<file path="config.mk">
export PLATFORM = sky130hd
export DESIGN_NAME = scanlines_pro
export DESIGN_NICKNAME = d
export VERILOG_FILES = /design/src/rtl/scanlines_pro.sv
export SDC_FILE = /design/constraint.sdc
export NUM_CORES = 1
export LEC_CHECK = 0
export CORE_ASPECT_RATIO = 0.75
export CORE_MARGIN = 5
export CORE_UTILIZATION = 53
export CTS_CLUSTER_SIZE = 8
export DETAILED_ROUTE_END_ITERATION = 12
export PLACE_DENSITY = 0.84
export SLEW_MARGIN = 40
export SYNTH_ARGS = -nofsm -noshare
export SYNTH_HDL_FRONTEND = slang
export SYNTH_SLANG_ARGS = --single-unit
</file>
<file path="constraint.sdc">
create_clock -name clk_vid -period 3.93 [get_ports clk_vid]
set_input_delay 0.786 -clock clk_vid [delete_from_list [all_inputs] [get_ports clk_vid]]
set_output_delay 0.786 -clock clk_vid [all_outputs]
set_load 0.02 [all_outputs]
</file>
<file path="src/rtl/scanlines_pro.sv">
// Scanline filter: darkens selected line and/or column phases of an RGB video stream.
// Two-stage pipeline; configuration is sampled only at the start of each frame.
module scanlines_pro #(
   parameter int unsigned CW = 8
) (
   input  logic            clk_vid,
   input  logic            reset,
   input  logic [1:0]      scnl_mode,
   input  logic [3:0]      scnl_level,
   input  logic [2:0]      scnl_pitch,
   input  logic [1:0]      scnl_thick,
   input  logic            scnl_alt,
   input  logic [3*CW-1:0] core_rgb,
   input  logic            core_hs,
   input  logic            core_vs,
   input  logic            core_de,
   output logic [3*CW-1:0] scnl_rgb,
   output logic            scnl_hs,
   output logic            scnl_vs,
   output logic            scnl_de
);

   // Group size minus one: G-1 = pitch+1.
   function automatic logic [3:0] f_gm1(input logic [2:0] pitch);
      return {1'b0, pitch} + 4'd1;
   endfunction

   // Dark count D = min(thick+1, G-1).
   function automatic logic [3:0] f_dcnt(input logic [2:0] pitch, input logic [1:0] thick);
      logic [3:0] t1;
      t1 = {2'b00, thick} + 4'd1;
      return (t1 < f_gm1(pitch)) ? t1 : f_gm1(pitch);
   endfunction

   logic            r_vs_prev;
   logic            r_de_prev;
   logic            r_armed;
   logic            r_field;
   logic [1:0]      r_mode;
   logic [3:0]      r_level;
   logic [2:0]      r_pitch;
   logic [1:0]      r_thick;
   logic [3:0]      r_yph;
   logic [3:0]      r_xph;

   logic [3:0]      w_gm1;
   logic [3:0]      w_dcnt;
   logic [3:0]      w_d_new;
   logic [3:0]      w_off_new;
   logic [3:0]      w_xph;
   logic            w_field_new;
   logic            w_vs_rise;
   logic            w_de_rise;
   logic            w_de_fall;
   logic            w_dark;

   logic [3*CW-1:0] r1_rgb;
   logic            r1_hs;
   logic            r1_vs;
   logic            r1_de;
   logic            r1_dark;
   logic [4:0]      r1_mul;

   logic [CW+4:0]   w_prod [3];
   logic [3*CW-1:0] w_dim;
   logic            w_unused_prod;

   // r_armed masks edges on the first cycle after reset so levels already high do not count.
   always_comb begin
      w_vs_rise   = core_vs & ~r_vs_prev & r_armed;
      w_de_rise   = core_de & ~r_de_prev & r_armed;
      w_de_fall   = ~core_de & r_de_prev;
      w_gm1       = f_gm1(r_pitch);
      w_dcnt      = f_dcnt(r_pitch, r_thick);
      w_field_new = ~r_field;
      w_d_new     = f_dcnt(scnl_pitch, scnl_thick);
      w_off_new   = (scnl_alt & w_field_new) ? w_d_new : 4'd0;
      w_xph       = w_de_rise ? 4'd0 : r_xph;
      w_dark      = (r_mode[0] & (r_yph < w_dcnt)) | (r_mode[1] & (w_xph < w_dcnt));
   end

   always_ff @(posedge clk_vid) begin
      if (reset) begin
         r_vs_prev <= 1'b0;
         r_de_prev <= 1'b0;
         r_armed   <= 1'b0;
         r_field   <= 1'b0;
         r_mode    <= 2'd0;
         r_level   <= 4'd0;
         r_pitch   <= 3'd0;
         r_thick   <= 2'd0;
         r_yph     <= 4'd0;
         r_xph     <= 4'd0;
      end else begin
         r_vs_prev <= core_vs;
         r_de_prev <= core_de;
         r_armed   <= 1'b1;
         if (w_vs_rise) begin
            r_mode  <= scnl_mode;
            r_level <= scnl_level;
            r_pitch <= scnl_pitch;
            r_thick <= scnl_thick;
            r_field <= w_field_new;
            r_yph   <= w_off_new;
         end else if (w_de_fall) begin
            r_yph <= (r_yph >= w_gm1) ? 4'd0 : r_yph + 4'd1;
         end
         if (core_de) begin
            r_xph <= (w_xph >= w_gm1) ? 4'd0 : w_xph + 4'd1;
         end
      end
   end

   // Stage 1: register the pixel with its dark decision and its scale factor 16-L.
   always_ff @(posedge clk_vid) begin
      if (reset) begin
         r1_rgb  <= '0;
         r1_hs   <= 1'b0;
         r1_vs   <= 1'b0;
         r1_de   <= 1'b0;
         r1_dark <= 1'b0;
         r1_mul  <= 5'd16;
      end else begin
         r1_rgb  <= core_rgb;
         r1_hs   <= core_hs;
         r1_vs   <= core_vs;
         r1_de   <= core_de;
         r1_dark <= w_dark;
         r1_mul  <= 5'd16 - {1'b0, r_level};
      end
   end

   // (c * (16-L)) >> 4 per channel; the top product bit is always zero.
   always_comb begin
      w_prod        = '{default: '0};
      w_dim         = '0;
      w_unused_prod = 1'b0;
      for (int ch = 0; ch < 3; ch++) begin
         w_prod[ch]          = {5'b00000, r1_rgb[ch*CW +: CW]} * {{CW{1'b0}}, r1_mul};
         w_dim[ch*CW +: CW]  = w_prod[ch][CW+3:4];
         w_unused_prod       = w_unused_prod ^ w_prod[ch][CW+4] ^ (^w_prod[ch][3:0]);
      end
   end

   always_ff @(posedge clk_vid) begin
      if (reset) begin
         scnl_rgb <= '0;
         scnl_hs  <= 1'b0;
         scnl_vs  <= 1'b0;
         scnl_de  <= 1'b0;
      end else begin
         scnl_rgb <= !r1_de ? '0 : (r1_dark ? w_dim : r1_rgb);
         scnl_hs  <= r1_hs;
         scnl_vs  <= r1_vs;
         scnl_de  <= r1_de;
      end
   end

endmodule

</file>
==> qor.csv, run 1 <==
metric,value,unit
holdPathEnd,scnl_hs$_SDFF_PP0_,
synth-edff-count,0,
wl_per_cell,15.7,um
synth_seq_area_share,0.247,
dieWidth,139,um
required,4160,ps
dr_total_vias,5466,
maxCapViolCount,0,
grt_pass1_wl,26.1,mm
hold_depth,1,
outcome,"finished, final reports clean",
drive_above_1_share,0.0809,
min_from,r1_hs$_SDFF_PP0_,
slew_headroom,0.476,
grt_max_degree,56,
startpoint_type,register,
worstReg2RegStart,r1_mul[4]$_SDFF_PP1_,
dieArea,0.0148,sq mm
io_buffers,67,
setup_violations,0,
pin_count,68,
die_h,106,um
clock_sinks,81,
hold_viol_final,0,
first_pass_iters,5,
dp_hpwl,11.8,mm
design.core.area,0.0122,sq mm
routed_wl,15.9,mm
slew_violations,0,
power_frac_seq,0.394,
path_class,reg -> reg,
vias_per_cell,5.43,
p_leak,0.00356,uW
start_util,0.538,
period_share,0.977,
ys_types,64,
finalPower,2290,uW
r2r_slack,90,ps
p_per_area,290,mW/mm^2
skew,12.6,ps
clkPwrFrac,0.375,
cts_buffers,9,
timing.rr.end,scnl_rgb[7]$_SDFF_PP0_,
switching_power,693,uW
cts_buffer_depth,2,
yosys_warnings,0,
cts_hold_buf,0,
hold_path_class,reg -> reg,
gp_congestion,0.886,
p_int,1600,uW
dp_slack,-39.6,ps
first_iter_violations,437,
fin_nets,1004,
worst_ep_arrival_time,4070,ps
synthFlopType,dfxtp_1,
worstSkewPairLatency,350,ps
reg2reg_depth,14,
clockRootBuffer,clkbuf_16,
grt_usage,0.216,
setup_ws,89.5,ps
synthCells,759,
diodes,0,
peakVddDrop,0.219,mV
first_global_vias,5469,
cts_tree,done,
drtAntennaViolNets,0,
synth_seq_cells,81,
ys_async_sr_fraction,0,
power_switching_share,0.302,
row_count,35,
drc,0,
tightest_slew,785,ps
grt-ovfl-total,0,
path_max_fanout,8,
clk_pin_slew_worst_paths,70,ps
antenna_found_initial,0,
syn_to_final_growth,20.2,%
syn-cell-area,0.00658,sq mm
critPathCaptureType,register,
period_needed,3840,ps
pwr-share-comb,0.231,
htreeDepth,3,
max_freq,260,MHz
synth.avg_cell_area,8.66,sq um
[critical path, stage by stage, from the launching register on]
cell,delay [ps]
dfxtp_2,400
buf_4,170
and2_1,150
fa_1,440
fa_1,570
inv_1,70
fa_1,540
inv_1,70
ha_4,270
o21ai_0,210
a21oi_1,90
nor2_1,180
o211ai_1,160
xnor2_1,150
o21ai_0,250
[worst max-delay path by stage]
stage               depth (start not counted)  slack (ps)                 endpoint                  from
global placement                           13          90  scnl_rgb[21]$_SDFF_PP0_  r1_mul[4]$_SDFF_PP1_
CTS                                        12           9  scnl_rgb[21]$_SDFF_PP0_  r1_mul[4]$_SDFF_PP1_
global route                               14         -20   scnl_rgb[7]$_SDFF_PP0_  r1_mul[4]$_SDFF_PP1_
floorplan                                  14          20  scnl_rgb[21]$_SDFF_PP0_  r1_mul[3]$_SDFF_PP0_
detailed placement                         12         -40  scnl_rgb[21]$_SDFF_PP0_  r1_mul[4]$_SDFF_PP1_
finish                                     14          90   scnl_rgb[7]$_SDFF_PP0_  r1_mul[4]$_SDFF_PP1_
[final cells by class]
cell class / instances / area (sq um)
flip-flops and latches: 81 / 1630
fillers: 964 / 4310
multi-input cells: 573 / 4630
repair buffers: 88 / 831
well taps: 166 / 208
clock buffers: 11 / 233
clock inverters: 5 / 62.6
inverters: 83 / 312
[cell families (layout without fill, tap and decap cells)]
group,after synthesis,after routing,synth area share
other cells,1,2,0.000570
mux,8,8,0.0124
xor+xnor,29,29,0.0386
simple gates,294,294,0.232
compound gates,113,113,0.110
buf+inv,106,187,0.0635
flops,81,81,0.247
fa+ha+maj,127,127,0.296
[cell usage after synthesis, drive strengths merged (14+ instances only)]
master,instances,share of area
and2,75,0.072
dfxtp,81,0.25
o21ai,25,0.019
a21oi,40,0.031
inv,82,0.047
xnor2,21,0.028
nand3,14,0.011
nand2,97,0.056
fa,48,0.15
ha,79,0.15
clkbuf,23,0.016
nor2,40,0.023
nor2b,31,0.029
[placed cells by master (no fill, tap or decap), types with 30 or more instances in the layout]
cell type	n
ha_1	75
inv_1	80
nand2_1	96
fa_1	48
and2_1	72
nor2b_1	30
clkdlybuf4s50_1	66
a21oi_1	38
nor2_1	39
dfxtp_1	76
[per-stage QoR]
stage	hold slack, ps	instances	util	TNS (ps)	cell area [sq um]
after floorplan	414	760	-	0	6580
after global placement	419	989	0.613	0	7490
after detailed placement	437	989	0.613	-52.7	7490
after CTS	458	1005	0.640	0	7830
after global routing	461	1007	0.647	-84.0	7910
final	456	1007	0.647	0	7910
[repair_timing]
item | 4_1_cts | 5_1_grt
endpoints found under the setup margin | 4 | 12
setup buffers | 0 | 2
gates resized for setup | 6 | 16
pin swaps | 0 | 21
[flip-flops by register name, indices dropped and copies added, names as in the netlist, 2 cells and up]
name / count
r1_mul: 5
r_mode: 2
r_thick: 2
r1_rgb: 24
scnl_rgb: 24
r_xph: 4
r_yph: 4
r_pitch: 3
r_level: 4
[power by group through the flow]
| stage | sequential [uW] | combinational (uW) | clock, uW |
|---|---|---|---|
| global placement | 919 | 487 | 0 |
| finish | 905 | 530 | 860 |
| CTS | 903 | 517 | 870 |
| floorplan | 910 | 344 | 0 |
| detailed placement | 920 | 504 | 0 |
| global route | 909 | 592 | 905 |
[routing by layer]
| metal | vias to the layer above | GRT usage | share of wire |
|---|---|---|---|
| met5 | - | 0 | 0 |
| met4 | 0 | 0.0747 | 0.016 |
| met3 | 23 | 0.0513 | 0.071 |
| met2 | 195 | 0.341 | 0.45 |
| met1 | 2597 | 0.292 | 0.46 |
| li1 | 2651 | - | - |
Note: power is estimated with default switching activity, not from simulation.
==> run 2: changes to the inputs <==
--- a/config.mk
+++ b/config.mk
@@ -10,6 +10,7 @@
 export CORE_UTILIZATION = 53
 export CTS_CLUSTER_SIZE = 8
 export DETAILED_ROUTE_END_ITERATION = 12
+export GPL_ROUTABILITY_DRIVEN = 0
 export PLACE_DENSITY = 0.84
 export SLEW_MARGIN = 40
 export SYNTH_ARGS = -nofsm -noshare
==> results of run 2 <==
No change in the layout: final DEF, timing and power equal those of run 1.
==> run 3: changes to the inputs <==
--- a/config.mk
+++ b/config.mk
@@ -12,6 +12,7 @@
 export DETAILED_ROUTE_END_ITERATION = 12
 export GPL_ROUTABILITY_DRIVEN = 0
 export PLACE_DENSITY = 0.84
+export RECOVER_POWER = 50
 export SLEW_MARGIN = 40
 export SYNTH_ARGS = -nofsm -noshare
 export SYNTH_HDL_FRONTEND = slang
==> qor.csv, run 3 (synthesis gave the netlist of run 1 again) <==
metric,value,unit,change
outcome,finished with violations,,
violations,"capacitance limit, slew limit",,
slew_headroom,-0.619,,-1.10
grt_pass1_wl,26.1,mm,unchanged
clockRootBuffer,clkbuf_16,,
fin_nets,1004,,unchanged
drtAntennaViolNets,0,,unchanged
worst_ep_arrival_time,4090,ps,+20 ps
min_from,r1_hs$_SDFF_PP0_,,
timing.rr.end,scnl_rgb[7]$_SDFF_PP0_,,
clk_pin_slew_worst_paths,70,ps,about the same
path_class,reg -> reg,,
final_cell_mix,"96 x nand2_1, 81 x inv_1, 76 x dfxtp_1, 75 x ha_1, 72 x and2_1",,
dieArea,0.0148,sq mm,unchanged
hold_depth,1,,unchanged
worstReg2RegStart,r1_mul[4]$_SDFF_PP1_,,
first_global_vias,5469,,unchanged
dieWidth,139,um,unchanged
period_needed,3870,ps,+30.8 ps
dr_total_vias,5453,,-0.24%
p_per_area,291,mW/mm^2,+0.11%
startpoint_type,register,,
cts_tree,done,,
diodes,0,,unchanged
r2r_slack,60,ps,-30 ps
routed_wl,15.9,mm,+0.14%
dp_hpwl,11.8,mm,unchanged
period_share,0.985,,+0.00784
fin_area,0.00790,sq mm,about the same
antenna_found_initial,0,,unchanged
holdPathEnd,scnl_hs$_SDFF_PP0_,,
design.core.area,0.0122,sq mm,unchanged
io_buffers,67,,unchanged
reg2reg_depth,14,,unchanged
tightest_slew,2430,ps,+1640 ps
cts_hold_buf,0,,unchanged
first_pass_iters,5,,unchanged
path_max_fanout,8,,unchanged
required,4150,ps,about the same
maxCapViolCount,1,,+1
critPathCaptureType,register,,
top_regs,"r1_rgb x24, scnl_rgb x24, r1_mul x5",,
grt_usage,0.216,,unchanged
wl_per_cell,15.8,um,+0.14%
cts_buffer_depth,2,,unchanged
max_freq,258,MHz,-0.80%
hold_viol_final,0,,unchanged
met1_length,7.29,mm,-1.0%
grt_max_degree,56,,unchanged
die_h,106,um,unchanged
wl_met3,1.24,mm,+11%
skew,12.1,ps,-0.531 ps
peakVddDrop,0.219,mV,about the same
startpoint,r1_mul[4]$_SDFF_PP1_,,
grt-ovfl-total,0,,unchanged
top_layer_used,met4,,
htreeDepth,3,,unchanged
p_leak,0.00357,uW,+0.36%
final_common_cell,nand2_1,,
pin_count,68,,unchanged
syn_to_final_growth,20.1,%,about the same
row_count,35,,unchanged
met2_length,7.10,mm,-0.25%
vias_per_cell,5.42,,-0.24%
clock_sinks,81,,unchanged
first_iter_violations,436,,-0.23%
drc,0,,unchanged
drive_above_1_share,0.0773,,-0.00357
setup_violations,0,,unchanged
start_util,0.538,,unchanged
slew_violations,56,,+56
hold_path_class,reg -> reg,,
worstSkewPairLatency,350,ps,about the same
hold_ws,455,ps,-0.704 ps
cts_buffers,9,,unchanged
postPlaceCellArea,0.00749,sq mm,unchanged
-- run 3: cell count changes in the layout (fill, tap and decap cells not counted), sizes merged --
cell           before  now
buf                22   20
clkbuf             11   13
clkdlybuf4s50      66   61
dlygate4sd3         0    5
-- run 3: repair_timing --
| item | in CTS | in global routing |
|---|---|---|
| gates cloned | 0 | 0 |
| resized for setup | 6 | 16 |
| setup endpoints to repair | 4 | 12 |
| pin swaps | 0 | 21 |
| setup buffers | 0 | 2 |
| endpoints found under the hold margin | 0 | 0 |
-- run 3: worst max-delay path, stage by stage (launching register included) --
cell and delay, ps:
dfxtp_2 400, buf_4 170, and2_1 150, fa_1 440, fa_1 570, inv_1 70, fa_1 540, inv_1 70
ha_4 270, o21ai_0 210, a21oi_1 90, nor2_1 190, o211ai_1 160, xnor2_1 150, o21ai_0 270
-- run 3: area by class of cell --
type                            instances  area, sq um
Clock buffer                           11          233
Clock inverter                          5         62.6
Fill cell                             967         4320
Inverter                               83          312
Multi-Input combinational cell        573         4630
Sequential cell                        81         1630
Tap cell                              166          208
Timing Repair Buffer                   88          826
-- run 3: worst max-delay path by stage --
stage	depth (start not counted)	to	slack, ps
global route	14	scnl_rgb[7]$_SDFF_PP0_	-20
global placement	13	scnl_rgb[21]$_SDFF_PP0_	90
finish	14	scnl_rgb[7]$_SDFF_PP0_	60
CTS	12	scnl_rgb[21]$_SDFF_PP0_	9
floorplan	14	scnl_rgb[21]$_SDFF_PP0_	20
detailed placement	12	scnl_rgb[21]$_SDFF_PP0_	-40
-- run 3: power by group --
part	internal (uW)	switching, uW	leakage [uW]	total [uW]
Clock	498	362	0.000137	860
Sequential	859	46.6	0.000666	905
Combinational	245	285	0.00277	530
-- run 3: through the flow --
| step | util | cells | power [uW] | setup slack (ps) | setup TNS (ps) |
|---|---|---|---|---|---|
| after floorplan | - | 760 | 1250 | 17.3 | 0 |
| after global placement | 0.613 | 989 | 1410 | 87.6 | 0 |
| after detailed placement | 0.613 | 989 | 1420 | -39.6 | -52.7 |
| after CTS | 0.640 | 1005 | 2290 | 8.86 | 0 |
| after global routing | 0.647 | 1007 | 2410 | -25.0 | -83.6 |
| final | 0.647 | 1007 | 2300 | 58.7 | 0 |
-- run 3: metal layers --
| layer | GRT usage | vias to the layer above |
|---|---|---|
| li1 | - | 2653 |
| met5 | 0 | - |
| met3 | 0.0513 | 22 |
| met2 | 0.341 | 211 |
| met4 | 0.0747 | 0 |
| met1 | 0.292 | 2567 |
